File: config.mk
export PLATFORM = sky130hd
export DESIGN_NAME = calc_entry_ctrl
export DESIGN_NICKNAME = d
export VERILOG_FILES = /design/src/rtl/calc_entry_ctrl.sv
export SDC_FILE = /design/constraint.sdc
export NUM_CORES = 1
export LEC_CHECK = 0
export BUFFER_PORTS_ARGS = -buffer_cell sky130_fd_sc_hd__buf_2
export CAP_MARGIN = 20
export CORE_MARGIN = 2
export CORE_UTILIZATION = 60
export DETAILED_ROUTE_END_ITERATION = 8
export PLACE_DENSITY_LB_ADDON = 0.25
export SLEW_MARGIN = 10
export SYNTH_ARGS = -nofsm -noshare
export SYNTH_HDL_FRONTEND = slang
export SYNTH_SLANG_ARGS = --single-unit
File: constraint.sdc
create_clock -name clk -period 4.9 [get_ports clk]
set_input_delay 0.98 -clock clk [delete_from_list [all_inputs] [get_ports clk]]
set_output_delay 0.98 -clock clk [all_outputs]
set_load 0.02 [all_outputs]
File: src/rtl/calc_entry_ctrl.sv
// Calculator entry controller: debounces keypad codes, builds two 8-bit
// decimal operands, hands them to an external ALU and displays the result.
module calc_entry_ctrl #(
    parameter int unsigned DEBOUNCE = 4
) (
    input  logic       clk,
    input  logic       rst_n,
    input  logic [3:0] key_value,
    input  logic       key_valid,
    input  logic       alu_done,
    input  logic [7:0] alu_result,
    output logic [7:0] operand_a,
    output logic [7:0] operand_b,
    output logic [1:0] op,
    output logic       start,
    output logic [7:0] disp_value,
    output logic       err,
    output logic [2:0] state_dbg
);

    localparam logic [7:0] DebLimit = 8'(DEBOUNCE);

    typedef enum logic [2:0] {
        StEntryA = 3'd0,
        StEntryB = 3'd1,
        StStart  = 3'd2,
        StWait   = 3'd3,
        StShow   = 3'd4
    } state_e;

    // Press detector state
    logic       armed_q, armed_d;
    logic [7:0] cnt_q, cnt_d;
    logic [3:0] last_key_q, last_key_d;
    logic       key_evt;

    // Entry state
    state_e     state_q, state_d;
    logic [7:0] opa_q, opa_d;
    logic [7:0] opb_q, opb_d;
    logic [1:0] op_q, op_d;
    logic [7:0] res_q, res_d;
    logic       err_q, err_d;
    logic [1:0] digits_q, digits_d;

    // Decoded event key and accumulator arithmetic
    logic        is_digit, is_oper, is_clear, is_equals, is_bksp;
    logic [7:0]  acc_sel;
    logic [11:0] acc_mul;
    logic [7:0]  acc_new;
    logic        acc_wr;

    assign is_digit  = (last_key_q <= 4'd9);
    assign is_oper   = (last_key_q >= 4'd10) && (last_key_q <= 4'd12);
    assign is_clear  = (last_key_q == 4'd13);
    assign is_equals = (last_key_q == 4'd14);
    assign is_bksp   = (last_key_q == 4'd15);

    assign acc_sel = (state_q == StEntryB) ? opb_q : opa_q;
    assign acc_mul = {4'd0, acc_sel} * 12'd10 + {8'd0, last_key_q};

    // Debounce: count stable key cycles while armed, release cycles while disarmed
    always_comb begin
        armed_d    = armed_q;
        cnt_d      = cnt_q;
        last_key_d = last_key_q;
        key_evt    = armed_q && (cnt_q == DebLimit);
        if (armed_q) begin
            if (key_evt) begin
                armed_d = 1'b0;
                cnt_d   = 8'd0;
            end else if (!key_valid) begin
                cnt_d = 8'd0;
            end else if (cnt_q == 8'd0 || key_value != last_key_q) begin
                cnt_d      = 8'd1;
                last_key_d = key_value;
            end else begin
                cnt_d = cnt_q + 8'd1;
            end
        end else begin
            if (key_valid) begin
                cnt_d = 8'd0;
            end else if (cnt_q + 8'd1 == DebLimit) begin
                armed_d = 1'b1;
                cnt_d   = 8'd0;
            end else begin
                cnt_d = cnt_q + 8'd1;
            end
        end
    end

    // Entry FSM next state and datapath
    always_comb begin
        state_d  = state_q;
        opa_d    = opa_q;
        opb_d    = opb_q;
        op_d     = op_q;
        res_d    = res_q;
        err_d    = err_q;
        digits_d = digits_q;
        acc_new  = acc_sel;
        acc_wr   = 1'b0;

        unique case (state_q)
            StEntryA, StEntryB: begin
                if (key_evt) begin
                    if (is_digit) begin
                        if (digits_q == 2'd3 || acc_mul > 12'd255) begin
                            err_d = 1'b1;
                        end else begin
                            acc_new  = acc_mul[7:0];
                            acc_wr   = 1'b1;
                            digits_d = digits_q + 2'd1;
                        end
                    end else if (is_bksp) begin
                        if (digits_q != 2'd0) begin
                            acc_new  = acc_sel / 8'd10;
                            acc_wr   = 1'b1;
                            digits_d = digits_q - 2'd1;
                        end
                    end else if (is_oper) begin
                        op_d = 2'(last_key_q - 4'd10);
                        if (state_q == StEntryA) begin
                            if (digits_q == 2'd0) begin
                                opa_d = 8'd0;
                            end
                            opb_d    = 8'd0;
                            digits_d = 2'd0;
                            state_d  = StEntryB;
                        end
                    end else if (is_equals && state_q == StEntryB) begin
                        state_d = StStart;
                    end
                end
            end
            StStart: begin
                state_d = StWait;
            end
            StWait: begin
                // alu_done wins over a coincident key; only clear survives below
                if (alu_done) begin
                    res_d   = alu_result;
                    state_d = StShow;
                end
            end
            StShow: begin
                if (key_evt) begin
                    if (is_digit) begin
                        opa_d    = {4'd0, last_key_q};
                        digits_d = 2'd1;
                        state_d  = StEntryA;
                    end else if (is_oper) begin
                        opa_d    = res_q;
                        opb_d    = 8'd0;
                        op_d     = 2'(last_key_q - 4'd10);
                        digits_d = 2'd0;
                        state_d  = StEntryB;
                    end
                end
            end
            default: begin
                state_d = StEntryA;
            end
        endcase

        if (acc_wr) begin
            if (state_q == StEntryB) begin
                opb_d = acc_new;
            end else begin
                opa_d = acc_new;
            end
        end

        // Clear overrides everything, in any state
        if (key_evt && is_clear) begin
            opa_d    = 8'd0;
            opb_d    = 8'd0;
            op_d     = 2'd0;
            err_d    = 1'b0;
            digits_d = 2'd0;
            state_d  = StEntryA;
        end
    end

    // State registers
    always_ff @(posedge clk or negedge rst_n) begin
        if (!rst_n) begin
            armed_q    <= 1'b0;
            cnt_q      <= 8'd0;
            last_key_q <= 4'd0;
            state_q    <= StEntryA;
            opa_q      <= 8'd0;
            opb_q      <= 8'd0;
            op_q       <= 2'd0;
            res_q      <= 8'd0;
            err_q      <= 1'b0;
            digits_q   <= 2'd0;
        end else begin
            armed_q    <= armed_d;
            cnt_q      <= cnt_d;
            last_key_q <= last_key_d;
            state_q    <= state_d;
            opa_q      <= opa_d;
            opb_q      <= opb_d;
            op_q       <= op_d;
            res_q      <= res_d;
            err_q      <= err_d;
            digits_q   <= digits_d;
        end
    end

    // Outputs: display follows the operand being edited, else the last result
    always_comb begin
        unique case (state_q)
            StEntryA: disp_value = opa_q;
            StEntryB: disp_value = opb_q;
            default:  disp_value = res_q;
        endcase
    end

    assign operand_a = opa_q;
    assign operand_b = opb_q;
    assign op        = op_q;
    assign err       = err_q;
    assign start     = (state_q == StStart);
    assign state_dbg = state_q;

endmodule

== Yosys cells after proc, flatten, opt, wreduce, memory -nomap -nowiden ==
Index checks and enable logic that the tools add are counted.

* Bits in registers: 45
* Bits of input ports: 16
* Output and inout bits: 31

* Add/sub/neg operators: 5
* Multiply operators: 1
* Div/mod/pow operators: 1
* Magnitude comparators: 4
* Equal/unequal tests: 24
* Muxes and demuxes: 86
* Bitwise gates (word level): 1
* Reduce and logical (&&, ||, !) cells: 22

{| class="wikitable"
|+ Operator list
! kind !! count
|-
| 2-to-1 mux 8 bit || 36
|-
| case mux 8 bit (2 select lines) || 3
|-
| 2-to-1 mux 2 bit || 18
|-
| 2-to-1 mux 3 bit || 11
|-
| != test 3 bit, second input constant || 6
|-
| equality test 8 x 3 -> 1 bit, second input constant || 2
|-
| != test 4 bit, second input constant || 4
|-
| AND reduction 8 bit || 2
|-
| 2-to-1 mux 1 bit || 15
|-
| != test 5 bit, second input constant || 3
|-
| adder 12 x 4 -> 12 bit || 1
|-
| equality test 4 bit, second input constant || 3
|-
| greater-than comparator 12 x 8 -> 1 bit, second input constant || 1
|-
| case mux 3 bit (4 select lines) || 1
|-
| multiplier 8 x 3 -> 11 bit, second input constant || 1
|-
| nonzero test 2 bit || 5
|-
| adder 8 x 1 -> 8 bit, second input constant || 1
|-
| divider 8 x 4 -> 8 bit, second input constant || 1
|-
| <= comparator 4 bit, second input constant || 2
|-
| zero test 8 bit || 1
|-
| case mux 2 bit (2 select lines) || 2
|-
| AND reduction 4 bit || 2
|-
| equality test 3 x 2 -> 1 bit, second input constant || 2
|-
| AND reduction 6 bit || 1
|-
| other kinds (16) || 20
|}

== Longest topological paths before layout ==
Gate-level depths: netlist of run 1.

* Depth after elaboration: 13
* Gate-level depth with buffers: 19
* Depth with buffers taken out: 16

== Worst setup path after synthesis of run 1 ==
Ideal clock, no wire load.

* Path type: register -> register
* Start: register state_q[1], in the netlist state_dbg[1]
* End: register opb_q[4], in the netlist operand_b[4]
* Data arrival time: 4.171 ns
* Required time: 4.831 ns
* Path slack: 0.660 ns
* Stages on the path, launching flop included: 18
* Period minus slack after synthesis: 4.240 ns
* Cells stage by stage: dfrtp_1 -> or3b_1 -> buf_2 -> buf_2 -> buf_2 -> nand2_1 -> nand2_1 -> ha_1 -> ha_1 -> inv_1 -> fa_1 -> nand2b_1 -> nor3_1 -> a21oi_1 -> o211ai_2 -> a211oi_2 -> nor3b_1 -> a22o_1

* Longest elaborated chain between the ends: 13
* Elaborated cells between the ends (all ways): 29
* Classes of those cells: add/sub: 1; mul: 1; div: 1; order compare: 1; eq/ne: 2; mux: 20; reduce/logical: 3

{| class="wikitable"
|+ RTL lines
! item !! line !! source
|-
| start, declared || 38 || <nowiki>state_e state_q, state_d;</nowiki>
|-
| start signal, assigned || 191 || <nowiki>state_q <= StEntryA;</nowiki>
|-
| start signal, assigned || 202 || <nowiki>state_q <= state_d;</nowiki>
|-
| parallel branches: the longest is 11 deep, another holds divider 8 x 4 -> 8 bit || n/a ||
|-
| 2-to-1 mux 8 bit * || 166 || <nowiki>if (acc_wr) begin</nowiki>
|-
| 2-to-1 mux 8 bit * || 175 || <nowiki>if (key_evt && is_clear) begin</nowiki>
|-
| named net opb_d[4] || 40 || <nowiki>logic [7:0] opb_q, opb_d;</nowiki>
|-
| end signal, assigned || 204 || <nowiki>opb_q <= opb_d;</nowiki>
|-
| end, declared || 40 ||
|}

Mark *: on every way through the listed nets, which the timed path passes.
A chain may end at the register's enable or synchronous reset.

== Worst setup path in the final report of run 1 ==
Same ends and word-level chain as after synthesis.

==> results of run 1 <==
-- Yosys cell counts, types with 14 or more instances --
cell type	number	share of area, %
inv_1	22	2.0
mux2_2	15	4.0
a21oi_1	36	4.3
nand3_1	14	1.7
clkbuf_1	23	2.1
mux2i_1	15	3.6
o21ai_0	26	3.1
xor2_1	14	2.9
nor3_1	14	1.7
nand2_1	34	3.0
ha_1	20	6.0
nor2_1	58	5.2
dfrtp_1	45	27
-- path summary, 6_finish.rpt --
check | start | to | slack [ns] | cells past startpoint
max | state_dbg[1]$_DFFE_PN0P_ | operand_b[4]$_DFF_PN0_ | 0.31 | 14
min | op[1]$_DFFE_PN0P_ | op[1]$_DFFE_PN0P_ | 0.50 | 2
max reg2reg | state_dbg[1]$_DFFE_PN0P_ | operand_b[4]$_DFF_PN0_ | 0.31 | 14
min reg2reg | op[1]$_DFFE_PN0P_ | op[1]$_DFFE_PN0P_ | 0.50 | 2
max in group asynchronous | rst_n | operand_b[3]$_DFF_PN0_ | 3.90 | 2
min in group asynchronous | rst_n | cnt_q[4]$_DFF_PN0_ | 0.53 | 1
-- per-stage QoR --
step | total power, mW | setup WS [ns] | instances
after floorplan | 1.64 | 0.660 | 511
after global placement | 1.97 | 0.536 | 630
after detailed placement | 2.00 | 0.334 | 630
after CTS | 2.24 | 0.287 | 638
after global routing | 2.43 | 0.0274 | 639
final | 2.26 | 0.306 | 639
-- critical path, delay by kind of cell, from the launching register on --
kind | cells | cell delay (ns)
simple gates | 4 | 1.83
fa+ha+maj | 3 | 0.89
compound gates | 4 | 0.79
mux | 1 | 0.39
flops | 1 | 0.38
buf+inv | 2 | 0.23
-- kinds of logic after synthesis --
logic type	share of synthesized area, %
adder cells (fa/ha/maj)	7.16
AND/OR/NAND/NOR	22.4
multiplexers	8.78
buffers and inverters	5.40
flip-flops	26.9
XOR/XNOR	5.01
AO/OA/AOI/OAI	24.4
-- cell usage in the layout, fill, tap and decap left out, drive strengths merged, types with 4 or more instances in the layout --
master	Yosys	final
ha	20	20
nand2b	7	7
o21ai	29	29
inv	23	23
nor2	59	59
xor2	14	14
nand2	34	34
a21oi	36	36
and3	9	9
a2bb2oi	4	4
nand3	14	14
o21a	5	5
nor3b	4	4
a31oi	7	7
a21o	5	5
xnor2	10	10
nor2b	12	12
a211oi	12	12
o2bb2ai	4	4
nor3	14	14
or3	5	5
dfrtp	45	45
mux2i	16	16
o31ai	4	4
nor4	5	5
mux2	17	17
buf	11	58
clkbuf	23	7
-- final cells by class --
type                       count  area [sq um]
clock inverter                 1          7.51
clock buffer                   7          76.3
timing repair buffer          58           333
inverter                      23          86.3
fill                         570          2200
tap                           96           120
multi-input combinational    409          2840
sequential                    45          1130
-- power breakdown --
group	total (mW)	internal, mW	leakage (nW)	switching (mW)
logic	1.44	0.588	1.48	0.847
clock network	0.227	0.101	0.0385	0.126
registers	0.594	0.438	0.603	0.156
total	2.26	1.13	2.12	1.13
-- state kept, by name (all words and copies together), names as in the netlist --
| register | flops |
|---|---|
| err | 1 |
| armed_q | 1 |
| cnt_q | 8 |
| operand_b | 8 |
| state_dbg | 3 |
| digits_q | 2 |
| res_q | 8 |
| operand_a | 8 |
| last_key_q | 4 |
| op | 2 |
-- routing by layer --
layer	routed length (um)	vias up	global-route usage (%)
met3	711	25	4.34
met1	5200	1889	43.9
met2	5360	182	47.8
li1	-	1930	-
met5	0	-	0
met4	235	0	9.37
-- what timing repair did --
| item | 4_1_cts | 5_1_grt |
|---|---|---|
| setup endpoints to repair | 0 | 8 |
| gates resized for setup | 0 | 1 |
| buffers inserted | 0 | 0 |
==> flow_summary.yaml, run 1 <==
clocking:
  clock_sinks: 45
  clockBufferDepth: 2
  cts_hold_buffers: 0
  cts_buffers: 5
  cts_max_level: 2
  clock_latency_ns: 0.30
  root_buffer: "clkbuf_8"
  cts_tree: "yes"
  clk_pin_slew_ns: 0.08
floorplanning:
  dieArea_sq_mm: 0.00767
  die_x_um: 87.6
  start_util_pct: 61.7
  core_area_sq_mm: 0.00679
  ioPinCount: 47
  die_h_um: 87.6
  row_count: 30
global_routing:
  grt_util_all_layers_pct: 30.5
  gr-total-overflow: 0
  grt_antenna_before_repair: 0
  grt_pass1_vias: 3621
  grt_start_max_net_pins: 46
  grt_first_pass_wirelength_mm: 18.4
yosys:
  syn_area_per_cell_sq_um: 8.20
  async_reset_ff_share_pct: 100
  syn-num-nets: 549
  synth_cells: 511
  ys_warn_count: 0
  syn_area_sq_mm: 0.00419
  synth-seq-area-share_pct: 26.9
  synthFlopType: "dfrtp_1"
  synth.distinct_cells: 74
  synth_edf_count: 0
  synth-seq-cells: 45
sta:
  worst_slew_pin_slew_ns: 0.846
  final.setup_skew_ns: 0.00407
  final_hold_viol_count: 0
  period_needed_ns: 4.59
  slew_headroom_pct: 43.5
  rsz0062_at_grt: "no"
  post-route-period-util_pct: 93.8
  finalSetupViolations: 0
  whs_ns: 0.501
  setup_tns_ns: 0
  drv_slew: 0
  clock.fmax_ghz: 0.218
worst_setup_path:
  start_kind: "register"
  path_cells: "or3b_1 -> mux2i_1 -> inv_1 -> ha_1 -> ha_1 -> inv_1 -> fa_1 -> nand2b_1 -> nor3_1 -> a21oi_1 -> o211ai_2 -> a211oi_2 -> nor3b_1 -> a22o_1"
  crit_type: "reg -> reg"
  cpPeakStageDelay_ns: 0.73
  end_kind: "register"
  required_ns: 5.13
  path_max_fanout: 13
  cpMaxStageDelayCell: "nor3b_1"
  cp.arrival_ns: 4.83
pwr:
  power_leakage_nw: 2.12
  power_density_mw_per_mm2: 492
  vdd_ir_drop_max_mv: 0.399
routing:
  first_pass_iters: 5
  via_count: 4026
  via_per_inst: 6.30
  routed_wl_mm: 11.5
  ant_nets: 0
  wl_per_cell_um: 18.0
  drt_iter0_drc: 356
  post-route-drc-count: 0
finish:
  fin_util_pct: 67.6
  nets: 580
  fin_area_sq_mm: 0.00459
  antenna_cells: 0
  layout-drive-gt1-share_pct: 18.4
  syn_to_final_growth_pct: 9.55
placement:
  dp_hpwl_mm: 8.62
  port_buffers: 46
  gp_congestion: 0.929
  placed_area_sq_mm: 0.00448
run_status:
  outcome: "finished, final reports clean"
hold_path:
  hold_class: "reg -> reg"
run:
  drv_cap: 0
Power figures use the tool's default switching activity.
==> run 2: changes to the inputs <==
- ABC_AREA: not set -> 1
- CORE_UTILIZATION: 60 -> 59
==> flow_summary.yaml, run 2 <==
finish:
  multi_input_area_sq_mm: 0.00227
  regArea_sq_mm: 0.00113
  layout-drive-gt1-share_pct: 15.6
  final_cell_mix: "nand2_1 (103), inv_1 (93), nor2_1 (57)"
  layout_commonest_cell: "nand2_1"
  antenna_cells: 0
  num-fill-cells: 558
  syn_to_final_growth_pct: 10.8
  nets: 638
yosys:
  yosysMostFrequentCell: "nand2_1"
  synth.top_cell.area_share_pct: 29.3
  async_reset_ff_share_pct: 100
  netlist_top_cells_count: "nand2_1 (103), inv_1 (93), nor2_1 (57)"
  synth.distinct_cells: 52
  synth_compound_area_share_pct: 19.9
  yosys.area_share.simple_pct: 28.1
  synth_xor_area_share_pct: 2.73
  synth.mux.area_fraction_pct: 0.878
  synth_cells: 551
  synth_top_family_by_area: "simple AND/OR/NAND/NOR gates"
  syn-num-nets: 589
  ys_warn_count: 0
  synthFlopType: "dfrtp_1"
  synth-seq-area-share_pct: 29.3
  ys_top_cells_by_area: "dfrtp_1 (29%), nand2_1 (10%), inv_1 (9.1%)"
  syn_area_per_cell_sq_um: 6.98
  synth_area_leader_cell: "dfrtp_1"
  synth-seq-cells: 45
  syn_area_sq_mm: 0.00385
  synthAdderAreaFrac_pct: 7.54
  synth_edf_count: 0
routing:
  post-route-drc-count: 0
  via_per_inst: 5.95
  first_pass_iters: 5
  ant_nets: 0
  drt_iter0_drc: 359
  via_count: 4033
  wl_per_cell_um: 16.4
  routed_wl_mm: 11.1
clocking:
  clockBufferDepth: 2
  post_cts_resized: 0
  clock_latency_ns: 0.31
  clock_sinks: 45
  cts_hold_buffers: 0
  cts_setup_buffers: 0
  root_buffer: "clkbuf_8"
  cts_tree: "yes"
  clk_pin_slew_ns: 0.09
  cts_buffers: 5
  cts_max_level: 2
sta:
  post-route-period-util_pct: 85.4
  slew_headroom_pct: 56.5
  clock.fmax_ghz: 0.239
  final.setup_skew_ns: 0.0120
  worst_slew_pin_slew_ns: 0.636
  drv_slew: 0
  setup_tns_ns: 0
  whs_ns: 0.507
  finalSetupViolations: 0
  rsz0062_at_grt: "no"
  period_needed_ns: 4.18
  final_hold_viol_count: 0
global_routing:
  gr-total-overflow: 0
  grt_util_all_layers_pct: 31.5
  grt_start_max_net_pins: 46
  grt_first_pass_wirelength_mm: 18.2
  grt_antenna_before_repair: 0
  grt_pass1_vias: 3789
floorplanning:
  die_h_um: 84.8
  ioPinCount: 47
  dieArea_sq_mm: 0.00719
  start_util_pct: 61.0
  core_area_sq_mm: 0.00631
  row_count: 29
  die_x_um: 84.8
worst_setup_path:
  path_max_fanout: 14
  crit_type: "reg -> reg"
  ff2ff_setup_slack_ns: 0.72
  start_kind: "register"
  cp.arrival_ns: 4.40
  end_kind: "register"
  required_ns: 5.11
run:
  drv_cap: 0
hold_path:
  hold_class: "reg -> reg"
placement:
  gp_congestion: 0.975
  port_buffers: 46
  dp_hpwl_mm: 8.73
pwr:
  vdd_ir_drop_max_mv: 0.185
  power_leakage_nw: 2.21
  power_density_mw_per_mm2: 216
run_status:
  outcome: "finished, final reports clean"
## run 2: cell count changes in the layout (fill, tap and decap cells not counted), moves of 7 or more
cell	previous run	this run
a211oi_1	11	4
and3_1	9	0
inv_1	22	93
mux2_2	15	3
mux2i_1	14	0
nand2_1	34	103
nand2_2	0	9
nand2b_1	7	0
nand3_1	14	30
nor2b_1	12	0
o21ai_0	26	35
## run 2: power by group
part | leakage [nW] | internal (mW) | total, mW | switching [mW]
clock network | 0.0385 | 0.101 | 0.231 | 0.129
logic | 1.60 | 0.0946 | 0.275 | 0.181
registers | 0.574 | 0.389 | 0.413 | 0.0241
## run 2: layout make-up
class                      instances  area share (%)
sequential                        45            26.4
tap                               77            2.26
clock buffer                       7            1.79
timing repair buffer              55            7.28
clock inverter                     1           0.176
multi-input combinational        394            53.4
inverter                          99            8.72
## run 2: worst paths after layout
path | start | cells past startpoint | to
worst max-delay path | state_dbg[2]$_DFFE_PN0P_ | 26 | operand_a[4]$_DFF_PN0_
min in group asynchronous | rst_n | 1 | cnt_q[1]$_DFF_PN0_
max in group asynchronous | rst_n | 2 | digits_q[0]$_DFFE_PN0P_
worst min-delay path | op[0]$_DFFE_PN0P_ | 2 | op[0]$_DFFE_PN0P_
worst min register to register | op[0]$_DFFE_PN0P_ | 2 | op[0]$_DFFE_PN0P_
worst max register to register | state_dbg[2]$_DFFE_PN0P_ | 26 | operand_a[4]$_DFF_PN0_
## run 2: worst max-delay path: stages, from the launching register on
cell and delay, ns:
dfrtp_1 0.44, nor2_2 0.07, nand2_2 0.25, inv_1 0.15, nand2_1 0.11, o21ai_0 0.09, buf_4 0.17, ha_1 0.29
ha_1 0.15, inv_1 0.06, fa_1 0.39, xnor2_1 0.21, inv_1 0.09, nor3b_1 0.23, or2_1 0.16, o21bai_1 0.06
nand4_1 0.08, nor2_2 0.05, buf_4 0.18, inv_1 0.09, o21ai_0 0.09, o21ai_0 0.19, nor2_1 0.06, a21oi_1 0.23
nand2_1 0.09, nand2_1 0.07, inv_1 0.04
## run 2: logic make-up after synthesis
logic type               count (synthesis)
adder cells (fa/ha/maj)                 22
flip-flops                              45
XOR/XNOR                                12
multiplexers                             3
buffers and inverters                  112
AND/OR/NAND/NOR                        235
AO/OA/AOI/OAI                          122
## run 2: per-stage QoR
| stage | instances | setup slack [ns] | cell area (sq um) | utilization [%] | total power [mW] |
|---|---|---|---|---|---|
| after floorplan | 551 | 0.935 | 3850 | - | 0.605 |
| after global placement | 669 | 0.894 | 4160 | 65.9 | 0.684 |
| after detailed placement | 669 | 0.828 | 4160 | 65.9 | 0.688 |
| after CTS | 677 | 0.797 | 4240 | 67.2 | 0.914 |
| after global routing | 678 | 0.274 | 4260 | 67.5 | 0.966 |
| final | 678 | 0.717 | 4260 | 67.5 | 0.919 |
## run 2: layer usage
layer	share of wire [%]	vias up	global-route usage [%]
li1	-	1932	-
met1	45	1907	43.8
met2	45	162	49.5
met3	6.3	32	4.03
met4	3.0	0	13.9
met5	0	-	0
